### config.mk
export PLATFORM = sky130hd
export DESIGN_NAME = usr_param
export DESIGN_NICKNAME = d
export VERILOG_FILES = /design/src/rtl/usr_param.sv
export SDC_FILE = /design/constraint.sdc
export NUM_CORES = 1
export LEC_CHECK = 0
export ABC_AREA = 1
export CORE_MARGIN = 2
export CORE_UTILIZATION = 35
export DETAILED_ROUTE_END_ITERATION = 12
export GPL_TIMING_DRIVEN = 0
export PLACE_DENSITY = 0.69
export SLEW_MARGIN = 20
export SYNTH_ARGS = -nofsm -noshare
export SYNTH_HDL_FRONTEND = slang
export SYNTH_SLANG_ARGS = --single-unit
### constraint.sdc
create_clock -name clk -period 1 [get_ports clk]
set_input_delay 0.25 -clock clk [delete_from_list [all_inputs] [get_ports clk]]
set_output_delay 0.25 -clock clk [all_outputs]
set_load 0.01 [all_outputs]
### src/rtl/usr_param.sv
// Parametrised universal shift register with clock enable and frame counter.
// Optional registered parity output when USR_PARITY_EN is defined.
module usr_param #(
  parameter int WIDTH     = 4,
  parameter int FRAME_LEN = 4
) (
  input  logic                         clk,
  input  logic                         clr,
  input  logic                         en,
  input  logic [2:0]                   sel,
  input  logic                         si_r,
  input  logic                         si_l,
  input  logic [WIDTH-1:0]             pi,
  output logic [WIDTH-1:0]             po,
  output logic                         so_r,
  output logic                         so_l,
  output logic [$clog2(FRAME_LEN)-1:0] shift_cnt,
  output logic                         frame_done
`ifdef USR_PARITY_EN
  ,
  output logic                         parity
`endif
);

  localparam int CW = $clog2(FRAME_LEN);
  localparam logic [CW-1:0] LAST = CW'(FRAME_LEN - 1);

  logic [WIDTH-1:0] po_nxt;
  logic             is_shift;
  logic             is_load;

  assign so_r = po[0];
  assign so_l = po[WIDTH-1];

  always_comb begin
    po_nxt   = po;
    is_shift = 1'b0;
    is_load  = 1'b0;
    if (en) begin
      unique case (sel)
        3'b001: begin
          po_nxt   = {si_r, po[WIDTH-1:1]};
          is_shift = 1'b1;
        end
        3'b010: begin
          po_nxt   = {po[WIDTH-2:0], si_l};
          is_shift = 1'b1;
        end
        3'b011: begin
          po_nxt  = pi;
          is_load = 1'b1;
        end
        3'b100: begin
          po_nxt   = {po[0], po[WIDTH-1:1]};
          is_shift = 1'b1;
        end
        3'b101: begin
          po_nxt   = {po[WIDTH-2:0], po[WIDTH-1]};
          is_shift = 1'b1;
        end
        3'b110: begin
          po_nxt   = {po[WIDTH-1], po[WIDTH-1:1]};
          is_shift = 1'b1;
        end
        default: po_nxt = po;
      endcase
    end
  end

  always_ff @(posedge clk) begin
    if (!clr) begin
      po         <= '0;
      shift_cnt  <= '0;
      frame_done <= 1'b0;
    end else begin
      po         <= po_nxt;
      frame_done <= 1'b0;
      if (is_load) begin
        shift_cnt <= '0;
      end else if (is_shift) begin
        // wrap explicitly so non-power-of-2 frames never overrun
        if (shift_cnt == LAST) begin
          shift_cnt  <= '0;
          frame_done <= 1'b1;
        end else begin
          shift_cnt <= shift_cnt + CW'(1);
        end
      end
    end
  end

`ifdef USR_PARITY_EN
  always_ff @(posedge clk) begin
    if (!clr) parity <= 1'b0;
    else      parity <= ^po_nxt;
  end
`endif

endmodule

==> results.json <==
{
  "place.gp.congestion": 0.794,
  "grt-ovfl-total": 0,
  "die_w_um": 42.8,
  "async_flop_share_pct": 0,
  "syn-cell-area_um2": 528,
  "grt_pass1_wl_um": 2170,
  "yosys.area_share.simple_pct": 49.8,
  "yosys.area.top_type_share_pct": 26.5,
  "ys.flop_type": "dfxtp_1",
  "dr_wl_met2_um": 550,
  "grt_pass1_vias": 541,
  "fin_nets": 124,
  "ys_seq_elements": 7,
  "finalHoldViolations": 0,
  "fin_skew_ns": 0.000855,
  "finalCritPeriodShare_pct": 106,
  "cp-start-kind": "flip-flop",
  "core-area_um2": 1450,
  "violations": "negative setup slack",
  "cts_tree": "yes",
  "status": "finished with violations",
  "drive_gt1_share_pct": 40.9,
  "hpwl_um": 949,
  "num_antenna_cells": 0,
  "dieArea_um2": 1840,
  "synth-adder-area-share_pct": 2.37,
  "synth_area_per_cell_um2": 6.29,
  "ys_warn_count": 0,
  "cts_buffers": 3,
  "die-height_um": 42.8,
  "postLayoutCoreUtil_pct": 55.9,
  "htreeDepth": 1,
  "drcViolationCount": 0,
  "vias_per_cell": 4.75,
  "synth-edff-count": 0,
  "io_pins": 21,
  "irDropWorstVdd_mv": 0.660,
  "clkLatencyLatePin_ns": 0.25,
  "yosysSeqAreaShare_pct": 26.5,
  "slew_viol_final": 0,
  "clk_path_buf_depth": 2,
  "leakagePower_nw": 0.392,
  "cp.required_ns": 0.75,
  "end_kind": "output port",
  "grt_max_degree": 9,
  "drtIter0Drc": 9,
  "cp_max_fo": 5,
  "yosys-top-cells-area": "dfxtp_1, nand2_1, nor2_1, nand3_1, buf_4",
  "synth_cell_types": 19,
  "synth_mux_area_share_pct": 0,
  "clkSlewWorstSetupHoldPaths_ns": 0.05,
  "tightest_slew_ns": 0.210,
  "cp.arrival_ns": 0.81,
  "cts_hold_buf": 0,
  "syn_to_final_growth_pct": 53.8,
  "synth_compound_gate_area_share_pct": 8.77,
  "clockRootBuffer": "clkbuf_4",
  "rsz0062_at_grt": "true",
  "path_class": "reg -> out",
  "synth_top_family_by_area": "simple AND/OR/NAND/NOR gates",
  "port_buffers": 18,
  "drv_cap": 0,
  "yosys.area.top_type": "dfxtp_1",
  "setup_viol": 4,
  "yosysMostFrequentCell": "nand2_1",
  "layout_setup_ws_ns": -0.0645,
  "track_usage_pct": 15.4,
  "avgRoutedWirePerCell_um": 9.83,
  "hold-worst-slack_ns": 0.390,
  "synth.net_count": 97,
  "vias": 598,
  "start_util_pct": 36.3,
  "p_per_area_nw_per_um2": 1060,
  "routed.top_layer": "met4",
  "drtPass1Iterations": 4,
  "cts_sinks": 7,
  "postRouteAntennaNets": 0,
  "place_ws_ns": -0.630,
  "synth-xor-area-share_pct": 0,
  "routed_wl_um": 1240,
  "min_path_type": "in -> reg",
  "slew_headroom_pct": 86.0,
  "rows": 14,
  "antenna_found_initial": 0,
  "fmax_mhz": 939,
  "ys_top_cells_by_count": "nand2_1, nor2_1, dfxtp_1, nand3_1, inv_2",
  "wl_met1_um": 577,
  "wl_met3_um": 58,
  "period_needed_ns": 1.06,
  "syn_inst": 84
}
stage by stage:
step	std cells	setup TNS (ns)	instance area [um^2]	power (mW)
floorplan	84	0	538	0.462
global placement	118	-5.47	738	0.568
detailed placement	118	-5.46	738	0.571
CTS	125	-0.176	776	0.849
global route	126	-0.290	812	0.912
finish	126	-0.144	812	0.859
state kept, by name (all words and copies together) (netlist names):
signal,flops
po,4
shift_cnt,2
frame_done,1
report_power, final:
| group | switching, mW | leakage [nW] | internal [mW] |
|---|---|---|---|
| Sequential | 0.0158 | 0.0597 | 0.301 |
| Combinational | 0.135 | 0.317 | 0.143 |
| Clock | 0.111 | 0.0150 | 0.153 |
kinds of logic (layout without fill, tap and decap cells):
logic type	Yosys count	count (layout)
AOI/OAI and AO/OA	7	7
buffers and inverters	12	38
DFF	7	7
adders and majority gates	1	1
and+or+nand+nor	57	57
what timing repair did:
item / in CTS / in global routing
gates resized for setup: 53 / 8
buffers inserted: 3 / 1
setup endpoints to repair: 16 / 11
pin swaps: 2 / 4
critical path, cell delays in order (launching register included):
cell and delay (ns):
dfxtp_2 0.34, buf_6 0.11, buf_6 0.11
worst paths after layout:
kind	slack [ns]	cells after the start	from	to
setup / recovery	-0.06	2	po[3]	po[3]
hold / removal	0.39	5	sel[2]	po[1]
setup reg to reg	-0.01	9	po[0]	po[3]
hold reg to reg	0.50	2	shift_cnt[1]	shift_cnt[1]
metal layers:
layer	vias up	GRT usage (%)
met5	-	0
met1	257	19.9
met3	6	0
met4	0	15.0
li1	316	-
met2	19	22.7
cell type report:
type / count / area, um^2
Fill cell: 143 / 642
Multi-Input combinational cell: 65 / 347
Buffer: 4 / 48.8
Sequential cell: 7 / 148
Clock buffer: 4 / 26.3
Inverter: 8 / 32.5
Timing Repair Buffer: 22 / 190
Tap cell: 16 / 20.0
cells in the final DEF, fill, tap and decap left out, types with 2 or more instances in the layout:
master           netlist  layout
a21oi_1                3       3
dfxtp_2                0       6
buf_6                  1       8
nand3_2                2       2
inv_2                  4       5
o21ai_0                3       3
inv_1                  3       2
nand2_2                2       3
nor2_1                12      10
buf_2                  0       5
nor2_4                 1       2
clkbuf_4               0       4
nand3_1                5       5
nor2_2                 1       2
nand4_1                3       3
clkdlybuf4s50_1        0       7
buf_4                  3       3
nand2_1               30      29
Note: power is estimated with default switching activity, not from simulation.
